`src/rtl/pipeline_hazard_ctrl_if.sv`:
```
// pipeline_hazard_ctrl_if: hazard-unit inputs from ID/EX/MEM stages and pipeline control outputs
interface pipeline_hazard_ctrl_if;
  logic [4:0]  id_rs1;
  logic [4:0]  id_rs2;
  logic        id_uses_rs2;
  logic [4:0]  ex_rd;
  logic        ex_mem_read;
  logic        ex_branch_taken;
  logic        mem_req;
  logic        mem_ready;
  logic        pc_write;
  logic        if_id_write;
  logic        if_id_flush;
  logic        id_ex_flush;
  logic        pipe_hold;
  logic        mem_timeout;
  logic [15:0] stall_count;
  modport master (
    output id_rs1, id_rs2, id_uses_rs2, ex_rd, ex_mem_read, ex_branch_taken, mem_req, mem_ready,
    input  pc_write, if_id_write, if_id_flush, id_ex_flush, pipe_hold, mem_timeout, stall_count
  );
  modport slave (
    input  id_rs1, id_rs2, id_uses_rs2, ex_rd, ex_mem_read, ex_branch_taken, mem_req, mem_ready,
    output pc_write, if_id_write, if_id_flush, id_ex_flush, pipe_hold, mem_timeout, stall_count
  );
endinterface

```
`src/rtl/pipeline_hazard_ctrl.sv`:
```
// pipeline_hazard_ctrl: load-use/branch/memory-wait hazard control with wait timeout and stall counter
module pipeline_hazard_ctrl #(
  parameter int WAIT_MAX = 15
) (
  input logic                    clk,
  input logic                    rst,
  pipeline_hazard_ctrl_if.slave  bus
);
  typedef enum logic {RUN, TIMEOUT} state_t;
  state_t     state;
  logic [7:0] wait_cnt;
  logic       mem_wait;
  logic       load_use;
  logic       run;
  assign mem_wait = bus.mem_req && !bus.mem_ready;
  assign load_use = bus.ex_mem_read && bus.ex_rd != 5'd0 &&
                    (bus.ex_rd == bus.id_rs1 || (bus.id_uses_rs2 && bus.ex_rd == bus.id_rs2));
  assign run = state == RUN && !mem_wait;
  // Priority: reset, timeout/memory wait freeze, branch flush, load-use bubble, normal flow
  always_comb begin
    bus.pc_write    = !rst && run && (bus.ex_branch_taken || !load_use);
    bus.if_id_write = !rst && run && (bus.ex_branch_taken || !load_use);
    bus.if_id_flush = rst || (run && bus.ex_branch_taken);
    bus.id_ex_flush = rst || (run && (bus.ex_branch_taken || load_use));
    bus.pipe_hold   = !rst && (state == TIMEOUT || mem_wait);
  end
  // Wait-cycle watchdog, sticky timeout flag and saturating stall counter
  always_ff @(posedge clk or posedge rst) begin
    if (rst) begin
      state           <= RUN;
      wait_cnt        <= 8'd0;
      bus.mem_timeout <= 1'b0;
      bus.stall_count <= 16'd0;
    end else begin
      wait_cnt        <= !mem_wait ? 8'd0 : state == RUN ? wait_cnt + 8'd1 : wait_cnt;
      bus.mem_timeout <= bus.mem_timeout || state == TIMEOUT;
      if (state == RUN && mem_wait && wait_cnt == 8'(WAIT_MAX - 1))
        state <= TIMEOUT;
      if (state == RUN && !bus.pc_write && bus.stall_count != 16'hFFFF)
        bus.stall_count <= bus.stall_count + 16'd1;
    end
  end
endmodule

```
`src/flat_wrapper.sv`:
```
// flat-port wrapper written by rule: the top's interface ports become plain ports
module pipeline_hazard_ctrl_flat 
#(
  parameter int WAIT_MAX = 15
)
  (clk, rst, bus_id_rs1, bus_id_rs2, bus_id_uses_rs2, bus_ex_rd, bus_ex_mem_read, bus_ex_branch_taken, bus_mem_req, bus_mem_ready, bus_pc_write, bus_if_id_write, bus_if_id_flush, bus_id_ex_flush, bus_pipe_hold, bus_mem_timeout, bus_stall_count);
  pipeline_hazard_ctrl_if bus_i ();
  input logic clk;
  input logic rst;
  input wire logic [$bits(bus_i.id_rs1)-1:0] bus_id_rs1;
  input wire logic [$bits(bus_i.id_rs2)-1:0] bus_id_rs2;
  input wire logic [$bits(bus_i.id_uses_rs2)-1:0] bus_id_uses_rs2;
  input wire logic [$bits(bus_i.ex_rd)-1:0] bus_ex_rd;
  input wire logic [$bits(bus_i.ex_mem_read)-1:0] bus_ex_mem_read;
  input wire logic [$bits(bus_i.ex_branch_taken)-1:0] bus_ex_branch_taken;
  input wire logic [$bits(bus_i.mem_req)-1:0] bus_mem_req;
  input wire logic [$bits(bus_i.mem_ready)-1:0] bus_mem_ready;
  output wire logic [$bits(bus_i.pc_write)-1:0] bus_pc_write;
  output wire logic [$bits(bus_i.if_id_write)-1:0] bus_if_id_write;
  output wire logic [$bits(bus_i.if_id_flush)-1:0] bus_if_id_flush;
  output wire logic [$bits(bus_i.id_ex_flush)-1:0] bus_id_ex_flush;
  output wire logic [$bits(bus_i.pipe_hold)-1:0] bus_pipe_hold;
  output wire logic [$bits(bus_i.mem_timeout)-1:0] bus_mem_timeout;
  output wire logic [$bits(bus_i.stall_count)-1:0] bus_stall_count;
  assign bus_i.id_rs1 = bus_id_rs1;
  assign bus_i.id_rs2 = bus_id_rs2;
  assign bus_i.id_uses_rs2 = bus_id_uses_rs2;
  assign bus_i.ex_rd = bus_ex_rd;
  assign bus_i.ex_mem_read = bus_ex_mem_read;
  assign bus_i.ex_branch_taken = bus_ex_branch_taken;
  assign bus_i.mem_req = bus_mem_req;
  assign bus_i.mem_ready = bus_mem_ready;
  assign bus_pc_write = bus_i.pc_write;
  assign bus_if_id_write = bus_i.if_id_write;
  assign bus_if_id_flush = bus_i.if_id_flush;
  assign bus_id_ex_flush = bus_i.id_ex_flush;
  assign bus_pipe_hold = bus_i.pipe_hold;
  assign bus_mem_timeout = bus_i.mem_timeout;
  assign bus_stall_count = bus_i.stall_count;
  pipeline_hazard_ctrl #(.WAIT_MAX(WAIT_MAX)) u_core (.clk(clk), .rst(rst), .bus(bus_i));
endmodule
```
`config.mk`:
```
export PLATFORM = sky130hd
export DESIGN_NAME = pipeline_hazard_ctrl_flat
export DESIGN_NICKNAME = d
export VERILOG_FILES = /design/src/rtl/pipeline_hazard_ctrl_if.sv /design/src/rtl/pipeline_hazard_ctrl.sv /design/src/flat_wrapper.sv
export SDC_FILE = /design/constraint.sdc
export NUM_CORES = 1
export LEC_CHECK = 0
export BUFFER_PORTS_ARGS = -buffer_cell sky130_fd_sc_hd__buf_2
export CORE_MARGIN = 2
export CORE_UTILIZATION = 45
export DETAILED_ROUTE_END_ITERATION = 10
export GPL_TIMING_DRIVEN = 0
export PLACE_DENSITY = 0.71
export SYNTH_ARGS = -nofsm -noshare
export SYNTH_HDL_FRONTEND = slang
export SYNTH_SLANG_ARGS = --single-unit
```
`constraint.sdc`:
```
create_clock -name clk -period 3.85 [get_ports clk]
set_clock_uncertainty 0.1 [all_clocks]
set_input_delay 1.155 -clock clk [delete_from_list [all_inputs] [get_ports clk]]
set_output_delay 1.155 -clock clk [all_outputs]
set_load 0.01 [all_outputs]
```
## Word-level counts from Yosys, hierarchy flattened

Cells that the tools add are included.

- Multiplexer cells: 2
- Add/sub/neg operators: 2
- Eq/ne operators: 5
- Reduce and logical (&&, ||, !) cells: 27
- Bitwise gates (word level): 1

Operators with widths:

| operator | count |
|---|---|
| adder 16 x 1 -> 16 bit (second input constant) | 1 |
| 2-to-1 mux 8 bit | 2 |
| inequality test 16 bit (second input constant) | 1 |
| logical AND 1 bit | 14 |
| == test 5 bit | 2 |
| adder 8 x 1 -> 8 bit (second input constant) | 1 |
| == test 8 x 4 -> 1 bit (second input constant) | 1 |
| logical OR 1 bit | 7 |
| zero test 1 bit | 5 |
| nonzero test 5 bit | 1 |
| inequality test 2 bit (second input constant) | 1 |
| NOT 1 bit | 1 |

- Input bits: 22
- Logic and storage cells: 41
- Register bits after elaboration: 26

## Longest topological paths before layout

- Depth after elaboration: 10
- Mapped depth: 8
- Mapped depth without buffers: 7

## Least setup slack after synthesis

OpenSTA, ideal clock, no wires.

- Path kind: input to output
- From: input port bus_ex_rd[0]
- To: output port bus_pc_write
- Data arrival time: 2513 ps
- Setup slack: 82 ps
- Required time: 2595 ps
- Cell stages on the path: 6
- Cells stage by stage: or4_1 > o21a_1 > nand2_1 > nor2_1 > nor3_1 > buf_4

- Word-level cells in the longest chain between the ends: 7

Ends and longest elaborated chain:

| element | RTL line | RTL |
|---|---|---|
| from (decl) | flat_wrapper.sv:13 | `input wire logic [$bits(bus_i.ex_rd)-1:0] bus_ex_rd;` |
| == test 5 bit | pipeline_hazard_ctrl.sv:17 | `(bus.ex_rd == bus.id_rs1 \|\| (bus.id_uses_rs2 && bus.ex_rd == bus.id_rs2));` |
| logical AND 1 bit | pipeline_hazard_ctrl.sv:17 |  |
| logical OR 1 bit | pipeline_hazard_ctrl.sv:17 |  |
| logical AND 1 bit (*) | pipeline_hazard_ctrl.sv:16 | `assign load_use = bus.ex_mem_read && bus.ex_rd != 5'd0 &&` |
| zero test 1 bit (*) | n/a |  |
| logical OR 1 bit (*) | n/a |  |
| logical AND 1 bit (*) | n/a |  |
| to (decl) | flat_wrapper.sv:18 | `output wire logic [$bits(bus_i.pc_write)-1:0] bus_pc_write;` |

Every way passes the cells marked *; elsewhere a longest branch is shown, timed or not.

## Final worst setup path

- From: input port bus_ex_rd[0]
- To: output port bus_pc_write

- Word-level cells in the longest chain between the ends: 7

Ends and longest elaborated chain:

| element | RTL line | RTL |
|---|---|---|
| == test 5 bit | pipeline_hazard_ctrl.sv:17 |  |
| logical AND 1 bit | pipeline_hazard_ctrl.sv:17 |  |
| logical OR 1 bit | pipeline_hazard_ctrl.sv:17 |  |
| logical AND 1 bit (*) | pipeline_hazard_ctrl.sv:16 |  |
| zero test 1 bit (*) | pipeline_hazard_ctrl.sv:21 | `bus.pc_write = !rst && run && (bus.ex_branch_taken \|\| !load_use);` |
| logical OR 1 bit (*) | pipeline_hazard_ctrl.sv:21 |  |
| logical AND 1 bit (*) | pipeline_hazard_ctrl.sv:21 |  |

Marks and branches as above.

==> summary.md <==
| Metric | Value |
|---|---|
| Status | finished, final reports clean |
| Clock tree root driver cell | clkbuf_4 |
| Worst EP arrival | 2520 ps |
| Crit-path max FO | 3 |
| GPL Wtd Cong | 0.7786 |
| Worst relative slew slack | 61.38% |
| Clock sinks | 26 |
| Post-Place Worst Slack | -4.977 ps |
| Longest Clk Path Bufs | 2 |
| Core ar. | 0.003078 mm² |
| RSZ-0062 raised after global routing | no |
| Hpwl dp | 2277 µm |
| Type of the most critical hold path | reg -> reg |
| Ys flop type | dfrtp_1 |
| Crit Path Category | in -> out |
| Worst Tran Pin Value | 578.1 ps |
| Vias in the first global route | 1135 |
| Post-synthesis mux area share | 0.7640% |
| Vias/cell | 5.097 |
| Seq cells post-synth | 26 |
| First DRT Iteration DRCs | 89 |
| Comb pwr share | 25.3% |
| Maxcap violations | 0 |
| Commonest non-fill, non-tap cell in the layout | buf_2 |
| Clock power frac | 25.6% |
| CTS tree | done |
| Fin Setup TNS | 0 ps |
| Post-synth net total | 170 |
| Fillcell total | 271 |
| IO Port Bufs | 43 |
| Largest net degree at the start of global routing | 29 |
| Avg Cell Area, Syn | 10.16 µm² |
| VDD IR max | 0.2005 mV |
| Reg power frac | 49.1% |
| Io pins | 44 |
| Sw frac | 28.99% |
| # diodes | 0 |
| Syn-to-layout area delta | 23.01% |
| First-pass GRT wire length | 4850 µm |
| Synth area leaders | dfrtp_1 44%, xnor2_1 15%, nor2_1 3.8% |
| Most frequent cells in the layout | 44 x buf_2, 26 x dfrtp_1, 25 x xnor2_1 |
| Critical Path End Type | output pin |
| Setup Viol. Count Final | 0 |
| Final worst path period share | 97.94% |
| Yosys warns | 0 |
| Share of layout cells above drive strength 1 | 32.64% |
| DRC errors left | 0 |
| All-layer global routing usage | 17.13% |
| Die area | 0.003749 mm² |
| Worst skew pair latency | 310 ps |
| Die W | 61.23 µm |
| CP Launch Type | input pin |
| Post-synth top area share | 44.14% |
| Reg clk slew, reported paths | 140 ps |
| Post-synthesis cell type with the largest combined area | dfrtp_1 |
| Power per Cell Area | 394.6 mW/mm² |
| Routed WL | 2883 µm |
| P_int | 0.0005080 W |
| Post-synthesis simple-gate area fraction | 25.98% |
| Initial DRT Pass Iterations | 4 |
| Synth cell types | 34 |
| Final worst slack | 79.44 ps |
| Drt wl/cell | 12.16 µm |
| Initial Util | 47.89% |
| Antenna-violating nets left | 0 |
| Post-synthesis compound-gate area fraction | 5.008% |
| Total standard cell area after synthesis | 0.001474 mm² |
| Rows | 20 |
| Required @ worst endpoint | 2590 ps |
| Sequential Area | 650.6 µm² |
| Final Hold Viols | 0 |
| Area of the multi-input gates | 782.0 µm² |
| Tmin final | 3771 ps |
| Mapped Cells | 145 |
| Overflow after GRT | 0 |
| FMAX | 265.2 MHz |
| H-tree depth | 1 |
| Switching Power | 0.0002074 W |
| Leak Pwr | 0.9065 nW |
| Sequential area share after synthesis | 44.14% |
| Vias | 1208 |
| Final Max Tran Viols | 0 |
| CTS Buf Count | 3 |
| Asr flop ratio synth | 100.0% |
| Chip Height | 61.23 µm |
| Antenna violations before repair | 0 |
| Adder-cell share of the synthesized area | 2.547% |
| Largest family of logic cells by synthesized area | simple AND/OR/NAND/NOR gates |
| Nets | 219 |
| Post-synth EDFFs | 0 |
| Synth Area in XOR/XNOR | 18.42% |
[cells by family after synthesis]
kind of cell             after synthesis
adder cells (fa/ha/maj)                3
flip-flops                            26
AO/OA/AOI/OAI                          9
buffers and inverters                  9
XOR/XNOR                              31
multiplexers                           1
AND/OR/NAND/NOR                       66
[cell type report]
cell class | count | share of cell area [%]
multi-input combinational | 110 | 43.13
sequential | 26 | 35.89
timing repair buffer | 44 | 12.28
tap | 44 | 3.037
buffer | 6 | 1.932
clock inverter | 1 | 1.656
clock buffer | 3 | 1.242
inverter | 3 | 0.8282
[worst max-delay path, cell delays in order]
cell     delay, ps
buf_2          120
or4_1          520
o21a_1         210
nand2_1         90
nor2_1          50
nor3_2         120
buf_4          130
buf_2          110
[through the flow]
step                hold WS [ps]  utilization (%)  instances  total power (W)  area (µm²)
detailed placement         349.2            56.67        232        0.0005387        1744
global placement           345.8            56.67        232        0.0005320        1744
finish                     379.8            58.90        237        0.0007154        1813
CTS                        385.3            58.54        236        0.0007233        1802
global route               406.0            58.90        237        0.0007655        1813
floorplan                  405.6                -        145        0.0004661        1474
[final timing paths]
path                                              end  slack [ps]  cells past startpoint                      start
max                                      bus_pc_write          80                      8               bus_ex_rd[0]
min                            u_core.bus.mem_timeout         380                      1     u_core.bus.mem_timeout
max reg2reg                 u_core.bus.stall_count[1]        1670                      7  u_core.bus.stall_count[0]
min reg2reg                    u_core.bus.mem_timeout         380                      1     u_core.bus.mem_timeout
max in group asynchronous  u_core.bus.stall_count[10]        2510                      2                        rst
min in group asynchronous      u_core.bus.mem_timeout         810                      2                        rst
[per-layer routing]
layer  vias to the layer above  wire length [µm]  track usage [%]
li1                        596                 -                -
met1                       590              1237            21.53
met2                        18              1533            29.79
met3                         4                70            2.731
met4                         0                42            5.901
met5                         -                 0                0
[power groups by stage]
stage	registers, W	logic, W	clock network, W
after floorplan	0.000367	0.0000989	0
after global placement	0.000354	0.000178	0
after detailed placement	0.000356	0.000182	0
after CTS	0.000351	0.000183	0.000189
after global routing	0.000358	0.000204	0.000204
final	0.000351	0.000181	0.000183
[synth_stat cells, types with 2 or more instances]
library cell	n
a21oi_1	2
and3_1	6
and4_1	3
clkbuf_1	3
dfrtp_1	26
ha_1	3
inv_1	3
nand2_1	13
nand2b_1	2
nand3_1	4
nand3_2	4
nand4_1	7
nand4_2	2
nor2_1	15
nor2b_1	3
nor3_1	2
xnor2_1	25
xor2_1	6
[flip-flops by register name, summed over array words and instances, names as in the netlist]
signal,count
u_core.bus.stall_count,16
u_core.wait_cnt,8
u_core.bus.mem_timeout,1
u_core.state,1
[timing repair]
item / 4_1_cts / 5_1_grt
endpoints found under the hold margin: 0 / 0
pin swaps: 0 / 2
setup endpoints to repair: 1 / 3
gates resized for setup: 1 / 1
setup buffers: 0 / 1
hold buffers: 0 / 0
No activity file was read; power rests on OpenSTA's default activity.
